`src/rtl/adder_rr_if.sv`:
```
// Bundles the requester-side operand channel and the response channel of the
// shared adder. The master side drives requests and consumes responses.
interface adder_rr_if #(
  parameter int WIDTH = 8,
  parameter int NREQ  = 4,
  parameter int IDW   = $clog2(NREQ)
);
  logic [NREQ-1:0]       req_valid;
  logic [NREQ*WIDTH-1:0] req_a;
  logic [NREQ*WIDTH-1:0] req_b;
  logic [NREQ-1:0]       req_ready;
  logic                  rsp_valid;
  logic                  rsp_ready;
  logic [IDW-1:0]        rsp_id;
  logic [WIDTH-1:0]      rsp_sum;
  logic                  rsp_carry;
  logic                  busy;

  modport master (
    output req_valid, req_a, req_b, rsp_ready,
    input  req_ready, rsp_valid, rsp_id, rsp_sum, rsp_carry, busy
  );

  modport slave (
    input  req_valid, req_a, req_b, rsp_ready,
    output req_ready, rsp_valid, rsp_id, rsp_sum, rsp_carry, busy
  );
endinterface

```
`src/rtl/adder_rr_scheduler.sv`:
```
// Round-robin arbiter in front of one registered WIDTH-bit adder. The winning
// requester's operands are summed on accept and returned tagged with its index.
//
//   state | meaning
//   EMPTY | no result held, any valid requester may be granted
//   FULL  | result held on rsp_*; a new grant only when rsp_ready consumes it
module adder_rr_scheduler #(
  parameter  int WIDTH = 8,
  parameter  int NREQ  = 4,
  localparam int IDW   = $clog2(NREQ)
) (
  input logic        clk,
  input logic        rst_n,
  adder_rr_if.slave  bus
);

  typedef enum logic {EMPTY, FULL} state_t;

  state_t           state;
  logic [IDW-1:0]   last;
  logic [IDW-1:0]   winner;
  logic [IDW-1:0]   idx;
  logic             found;
  logic             can_accept;
  logic             accept;
  logic [NREQ-1:0]  grant;
  logic [NREQ*WIDTH-1:0] a_shift;
  logic [NREQ*WIDTH-1:0] b_shift;
  logic [WIDTH:0]   sum_ext;

  logic             rsp_valid_q;
  logic [IDW-1:0]   rsp_id_q;
  logic [WIDTH-1:0] rsp_sum_q;
  logic             rsp_carry_q;

  // Reset gating keeps grants off while the block is held in reset.
  assign can_accept = rst_n && ((state == EMPTY) || bus.rsp_ready);

  // Search for the first valid requester starting just after the last winner.
  always_comb begin
    found  = 1'b0;
    winner = '0;
    idx    = '0;
    for (int k = 1; k <= NREQ; k++) begin
      idx = IDW'((int'(last) + k) % NREQ);
      if (!found && bus.req_valid[idx]) begin
        found  = 1'b1;
        winner = idx;
      end
    end
  end

  // One-hot ready to the winner only; operands of the winner feed the adder.
  always_comb begin
    grant   = (found && can_accept) ? (NREQ'(1) << winner) : '0;
    accept  = |(bus.req_valid & grant);
    a_shift = bus.req_a >> (int'(winner) * WIDTH);
    b_shift = bus.req_b >> (int'(winner) * WIDTH);
    sum_ext = {1'b0, a_shift[WIDTH-1:0]} + {1'b0, b_shift[WIDTH-1:0]};
  end

  // Response FSM: load a result on accept, release it when consumed.
  always_ff @(posedge clk or negedge rst_n) begin
    if (!rst_n) begin
      state       <= EMPTY;
      last        <= IDW'(NREQ - 1);
      rsp_valid_q <= 1'b0;
      rsp_id_q    <= '0;
      rsp_sum_q   <= '0;
      rsp_carry_q <= 1'b0;
    end else begin
      case (state)
        EMPTY: begin
          if (accept) begin
            state       <= FULL;
            rsp_valid_q <= 1'b1;
          end
        end
        FULL: begin
          if (!accept && bus.rsp_ready) begin
            state       <= EMPTY;
            rsp_valid_q <= 1'b0;
          end
        end
        default: begin
          state       <= EMPTY;
          rsp_valid_q <= 1'b0;
        end
      endcase
      if (accept) begin
        rsp_sum_q   <= sum_ext[WIDTH-1:0];
        rsp_carry_q <= sum_ext[WIDTH];
        rsp_id_q    <= winner;
        last        <= winner;
      end
    end
  end

  assign bus.req_ready = grant;
  assign bus.rsp_valid = rsp_valid_q;
  assign bus.busy      = rsp_valid_q;
  assign bus.rsp_id    = rsp_id_q;
  assign bus.rsp_sum   = rsp_sum_q;
  assign bus.rsp_carry = rsp_carry_q;

endmodule

```
`src/flat_wrapper.sv`:
```
// flat-port wrapper written by rule: the top's interface ports become plain ports
module adder_rr_scheduler_flat 
#(
  parameter  int WIDTH = 8,
  parameter  int NREQ  = 4,
  localparam int IDW   = $clog2(NREQ)
)
  (clk, rst_n, bus_req_valid, bus_req_a, bus_req_b, bus_rsp_ready, bus_req_ready, bus_rsp_valid, bus_rsp_id, bus_rsp_sum, bus_rsp_carry, bus_busy);
  adder_rr_if #(.WIDTH(WIDTH), .NREQ(NREQ)) bus_i ();
  input logic clk;
  input logic rst_n;
  input wire logic [$bits(bus_i.req_valid)-1:0] bus_req_valid;
  input wire logic [$bits(bus_i.req_a)-1:0] bus_req_a;
  input wire logic [$bits(bus_i.req_b)-1:0] bus_req_b;
  input wire logic [$bits(bus_i.rsp_ready)-1:0] bus_rsp_ready;
  output wire logic [$bits(bus_i.req_ready)-1:0] bus_req_ready;
  output wire logic [$bits(bus_i.rsp_valid)-1:0] bus_rsp_valid;
  output wire logic [$bits(bus_i.rsp_id)-1:0] bus_rsp_id;
  output wire logic [$bits(bus_i.rsp_sum)-1:0] bus_rsp_sum;
  output wire logic [$bits(bus_i.rsp_carry)-1:0] bus_rsp_carry;
  output wire logic [$bits(bus_i.busy)-1:0] bus_busy;
  assign bus_i.req_valid = bus_req_valid;
  assign bus_i.req_a = bus_req_a;
  assign bus_i.req_b = bus_req_b;
  assign bus_i.rsp_ready = bus_rsp_ready;
  assign bus_req_ready = bus_i.req_ready;
  assign bus_rsp_valid = bus_i.rsp_valid;
  assign bus_rsp_id = bus_i.rsp_id;
  assign bus_rsp_sum = bus_i.rsp_sum;
  assign bus_rsp_carry = bus_i.rsp_carry;
  assign bus_busy = bus_i.busy;
  adder_rr_scheduler #(.WIDTH(WIDTH), .NREQ(NREQ)) u_core (.clk(clk), .rst_n(rst_n), .bus(bus_i));
endmodule
```
`config.mk`:
```
export PLATFORM = sky130hd
export DESIGN_NAME = adder_rr_scheduler_flat
export DESIGN_NICKNAME = d
export VERILOG_FILES = /design/src/rtl/adder_rr_if.sv /design/src/rtl/adder_rr_scheduler.sv /design/src/flat_wrapper.sv
export SDC_FILE = /design/constraint.sdc
export NUM_CORES = 1
export LEC_CHECK = 0
export BUFFER_PORTS_ARGS = -buffer_cell sky130_fd_sc_hd__buf_2
export CORE_UTILIZATION = 35
export DETAILED_ROUTE_END_ITERATION = 6
export GPL_TIMING_DRIVEN = 0
export PLACE_DENSITY = 0.67
export SLEW_MARGIN = 0
export SYNTH_ARGS = -nofsm -noshare
export SYNTH_HDL_FRONTEND = slang
export SYNTH_SLANG_ARGS = --single-unit
```
`constraint.sdc`:
```
create_clock -name clk -period 3.2 [get_ports clk]
set_input_delay 0.16 -clock clk [delete_from_list [all_inputs] [get_ports clk]]
set_output_delay 0.16 -clock clk [all_outputs]
set_load 0.02 [all_outputs]
```
# Yosys cells after proc, flatten, opt, wreduce, memory -nomap -nowiden
# Cells that the tools add are included.
[classes]
order_cmp = 4
reduce_logical = 13
addsub = 5
n_bitwise = 2
mux = 23
shifts = 3
n_eq_ne = 2
[ops]
columns = ["cell", "count"]
rows = [
  ["$shr A32 B5 Y8", 2],
  ["$lt A2 B3 Y1 const B", 4],
  ["$mux W1", 12],
  ["$add A8 B8 Y9", 1],
  ["$bmux W1 S2", 4],
  ["$mux W2", 4],
  ["$logic_and A1 B1 Y1", 6],
  ["$add A2 B1 Y2 const B", 2],
  ["$add A2 B2 Y2 const B", 2],
  ["$and A4 B4 Y4", 1],
  ["$logic_not A1 Y1", 4],
  ["$mux W4", 1],
  ["$pmux W1 S2", 2],
  ["$reduce_or A4 Y1", 1],
  ["$shl A1 B2 Y4 const A", 1],
  ["$ne A2 B1 Y1 const B", 1],
  ["$ne A2 B2 Y1 const B", 1],
  ["$reduce_and A2 Y1", 1],
  ["$logic_or A1 B1 Y1", 1],
  ["$not A1 Y1", 1],
]
[totals]
wordCells = 58
register_bits = 15
in_bits = 71

# Longest topological paths before layout
[depth]
word_depth = 21
depth_mapped = 12
depth_no_buf = 10

# Worst setup path before layout
# OpenSTA, ideal clock, no wires.
[synth_timing]
kind = "register to register"
startpoint = "register u_core.last[1]"
endpoint = "register u_core.rsp_carry_q (netlist: u_core.bus.rsp_carry)"
setup_time_ps = 129
setup_slack_ps = 67
path_stages_with_launch = 13
required_time_ps = 3071
n_path_buf = 2
synth_period_minus_slack_ps = 3133
arrival_time_ps = 3004
path_cell_list = "dfstp_2 clkbuf_2 o21bai_1 a21oi_1 o32ai_2 buf_2 a221oi_1 ha_1 fa_1 a21oi_1 o21ai_0 o311a_1 o41a_1"
[synth_via]
elab_chain_cells = 17
word_cells_on_any_way = 34
classes_between = "add/sub: 5; shift: 3; mux: 17; bitwise: 1; reduce/logical: 8"
[synth_rtl]
columns = ["element", "line", "source"]
rows = [
  ["start: declaration", "adder_rr_scheduler.sv:20", "logic [IDW-1:0] last;"],
  ["start signal: assignment", "adder_rr_scheduler.sv:66", "last <= IDW'(NREQ - 1);"],
  ["start signal: assignment", "adder_rr_scheduler.sv:94", "last <= winner;"],
  ["branches (longest 17 deep; another with $add A2 B1 Y2)", "--", ""],
  ["end signal: assignment", "adder_rr_scheduler.sv:92", "rsp_carry_q <= sum_ext[WIDTH];"],
  ["end: declaration", "adder_rr_scheduler.sv:34", "logic rsp_carry_q;"],
]
# Parallel ways; which one is timed is not known. The select of a mux whose other input is x is not followed.
# A chain may end at the register's enable or synchronous reset.

# Worst setup path in the final report
[layout_timing]
startpoint = "register u_core.last[0]"
endpoint = "register u_core.rsp_carry_q (netlist: u_core.bus.rsp_carry)"
# The elaborated chain is that of the path after synthesis.

==> out/results.ini <==
[clocking]
cts.htree.levels=1
path_clk_slew_ns=0.06
cts_tree=yes
cts_made_buffers=3
clock-sinks=15
clock_latency_ns=0.24
cts.path.max_buffers=2
root_buffer=clkbuf_8

[grt]
grt_pass1_vias=1701
grt_pass1_wl_mm=7.43
grt_start_max_net_pins=17
grt_use_total_pct=18.5
antenna_found_initial=0
grt_remaining_overflow=0

[synthesis]
synth_top_area_share_pct=20.5
synth_edf_count=0
synth_mux_area_share_pct=1.26
synth_compound_area_share_pct=36.7
yosys.cell_types.count=47
synth_seq_area_share_pct=23.8
synthTopCellsByArea=dfrtp_1 (20%), inv_1 (9.4%), o32ai_1 (8.8%)
syn_nets=279
netlist_instances=199
synth.most_common_cell=inv_1
yosys.area.top_type=dfrtp_1
synthArstFlopShare_pct=100
netlist_top_cells_count=inv_1 (40), o32ai_1 (16), a221oi_1 (15)
synth_xor_area_share_pct=0.551
synth_top_family_by_area=compound AO/OA/AOI/OAI gates
synth_ff_type=dfrtp_1
yosys_register_bits=15
ys_warn_count=0
yosys.area_share.simple_pct=15.3
synth_adder_area_share_pct=7.56
syn_area_um2=1590
avgSynthCellArea_um2=7.99

[placement]
numPortBuffers=84
gp_congestion=0.855
dp_hpwl_mm=3.56

[worst_hold_path]
min_from=bus_rsp_ready
min_path_type=input port to flop
min_to=u_core.bus.busy
hold_path_depth=4

[pwr]
internal_power_w=0.000802
p_sw_share_pct=44.9
irDropWorstVdd_mv=0.211
combPwrFrac_pct=67.6
p_leak_nw=1.17
power_density_nw_per_um2=634
power_frac_seq_pct=22.0
p_switching_w=0.000655
clock_power_share_pct=10.4

[finish]
n_fill_cell=428
areaGrowthSynthToFinish_pct=44.6
drive_above_1_share_pct=43.1
register_area_um2=378
fin_util_pct=52.8
fin_nets=378
diodes=0
multi_input_area_um2=1060

[worst_setup_path]
cp_slowest_cell=dfstp_2
crit_type=flop to flop
cp_cell_sequence=nand2b_1 > a21oi_1 > o21a_4 > buf_6 > a221oi_1 > ha_2 > fa_2 > a21oi_4 > o21ai_1 > o311a_1 > o41a_1
crit_cells=11
crit_fanout=10
r2r_setup_slack_ns=0.15
reg2reg_from=u_core.last[0]
r2r_end=u_core.bus.rsp_carry
cp_top_family=compound AO/OA/AOI/OAI gates
reg2regPathDepth=11
end_kind=flop
start_kind=flop
cp_num_buf_inv=1
worstPathArrival_ns=3.18
cp.required_ns=3.33
critPathMaxStageDelay_ns=0.59

[detailed_routing]
wl_met1_mm=2.03
postRouteAntennaNets=0
via_per_inst=5.21
drc=0
routed.top_layer=met3
first_pass_iters=4
drt-initial-drc-count=51
wl_met3_um=212
wl_mm=4.50
wl_met2_mm=2.25
wl_per_cell_um=12.9
vias=1818

[timing]
setup_viol_count_final=0
whs_ns=0.227
fmax_mhz=327
tightestPinTransition_ns=0.556
post-route-period-util_pct=95.4
max-slew-margin-rel_pct=62.8
final_max_slew_viol_count=0
finClkSkew_ns=0.00242
hold_violations=0
fin_crit_ns=3.05

[run_status]
status=finished, final reports clean

[floorplan]
die_w_um=69.4
start_util_pct=36.5
die_h_um=69.4
core_area_um2=4350
floorplan.rows=24
die-area_um2=4810
pin_count=88

[job]
maxCapViolations=0

-- metrics by stage --
| stage | total power, W | area, um^2 | setup TNS (ns) | setup slack [ns] | instances |
|---|---|---|---|---|---|
| after global routing | 0.00159 | 2300 | -0.0106 | -0.0106 | 349 |
| final | 0.00146 | 2300 | 0 | 0.146 | 349 |
| after floorplan | 0.000939 | 1590 | 0 | 0.0669 | 199 |
| after CTS | 0.00138 | 2170 | -0.0111 | -0.0111 | 341 |
| after global placement | 0.00117 | 2070 | -0.691 | -0.300 | 335 |
| after detailed placement | 0.00118 | 2070 | -0.745 | -0.314 | 335 |
-- how the worst max path moves through the flow --
| stage | start | endpoint | slack [ns] |
|---|---|---|---|
| 2_1_floorplan | u_core.last[1] | u_core.bus.rsp_carry | 0.07 |
| 5_1_grt | u_core.last[0] | u_core.bus.rsp_carry | -0.01 |
| 3_5_place_dp | u_core.last[1] | u_core.bus.rsp_carry | -0.31 |
| 6_report | u_core.last[0] | u_core.bus.rsp_carry | 0.15 |
| 3_3_place_gp | u_core.last[1] | u_core.bus.rsp_carry | -0.30 |
| 4_1_cts | u_core.last[1] | u_core.bus.rsp_sum[7] | -0.01 |
-- cells by family (layout without fill, tap and decap cells) --
family                     Yosys count  in the layout
and+or+nand+nor                     46             46
AOI/OAI and AO/OA                   73             73
adders and majority gates            9              9
xor gates and xnor gates             1              1
DFF                                 15             15
buffers and inverters               53            151
muxes                                2              2
-- area by class of cell --
cell class / instances / area share, %
inverters: 40 / 6.53
repair buffers: 95 / 21.9
clock buffers: 4 / 1.96
well taps: 52 / 2.83
flip-flops and latches: 15 / 16.4
plain buffers: 12 / 4.35
multi-input cells: 131 / 46.0
-- layout by cell type, fill, tap and decap left out, drive strengths merged, types with 2 or more instances in the layout --
master,n
o21bai,2
clkbuf,6
a221oi,15
o211ai,2
or2,2
a2111o,2
dfstp,2
o21ai,10
mux2i,2
a21oi,5
nor2,11
o21a,2
nand2b,4
nand2,14
nor2b,4
inv,40
nor4,3
a211oi,4
nor3,3
o31ai,2
a31oi,4
dfrtp,13
o32ai,17
ha,8
buf,104
-- registers in the layout (all words and copies together), names as in the netlist --
name,count
u_core.bus.rsp_sum,8
u_core.bus.rsp_id,2
u_core.last,2
u_core.bus.busy,1
u_core.bus.rsp_carry,1
u_core.state,1
-- per-layer routing --
| layer | vias up | GRT usage [%] |
|---|---|---|
| li1 | 934 | - |
| met1 | 823 | 24.6 |
| met2 | 61 | 32.1 |
| met5 | - | 0 |
| met4 | 0 | 4.31 |
| met3 | 0 | 1.74 |
-- tightest hold or removal path, delay by kind of cell --
family	cells	cell delay, ns
AO/OA/AOI/OAI	2	0.12
buffers and inverters	1	0.08
AND/OR/NAND/NOR	1	0.07
-- timing repair --
action                                  4_1_cts  5_1_grt
endpoints found under the setup margin        4        4
hold endpoints to repair                     13        0
buffers inserted                              1        9
hold buffers                                  1        0
pin swaps                                     2        5
resized for setup                             9       15
-- power groups by stage --
stage | Clock, W | Sequential [W] | Combinational [W]
2_1_floorplan | 0 | 0.000394 | 0.000545
3_3_place_gp | 0 | 0.000319 | 0.000855
3_5_place_dp | 0 | 0.000320 | 0.000864
4_1_cts | 0.000156 | 0.000317 | 0.000903
5_1_grt | 0.000163 | 0.000331 | 0.00110
6_report | 0.000151 | 0.000321 | 0.000985
Power figures use the tool's default switching activity.
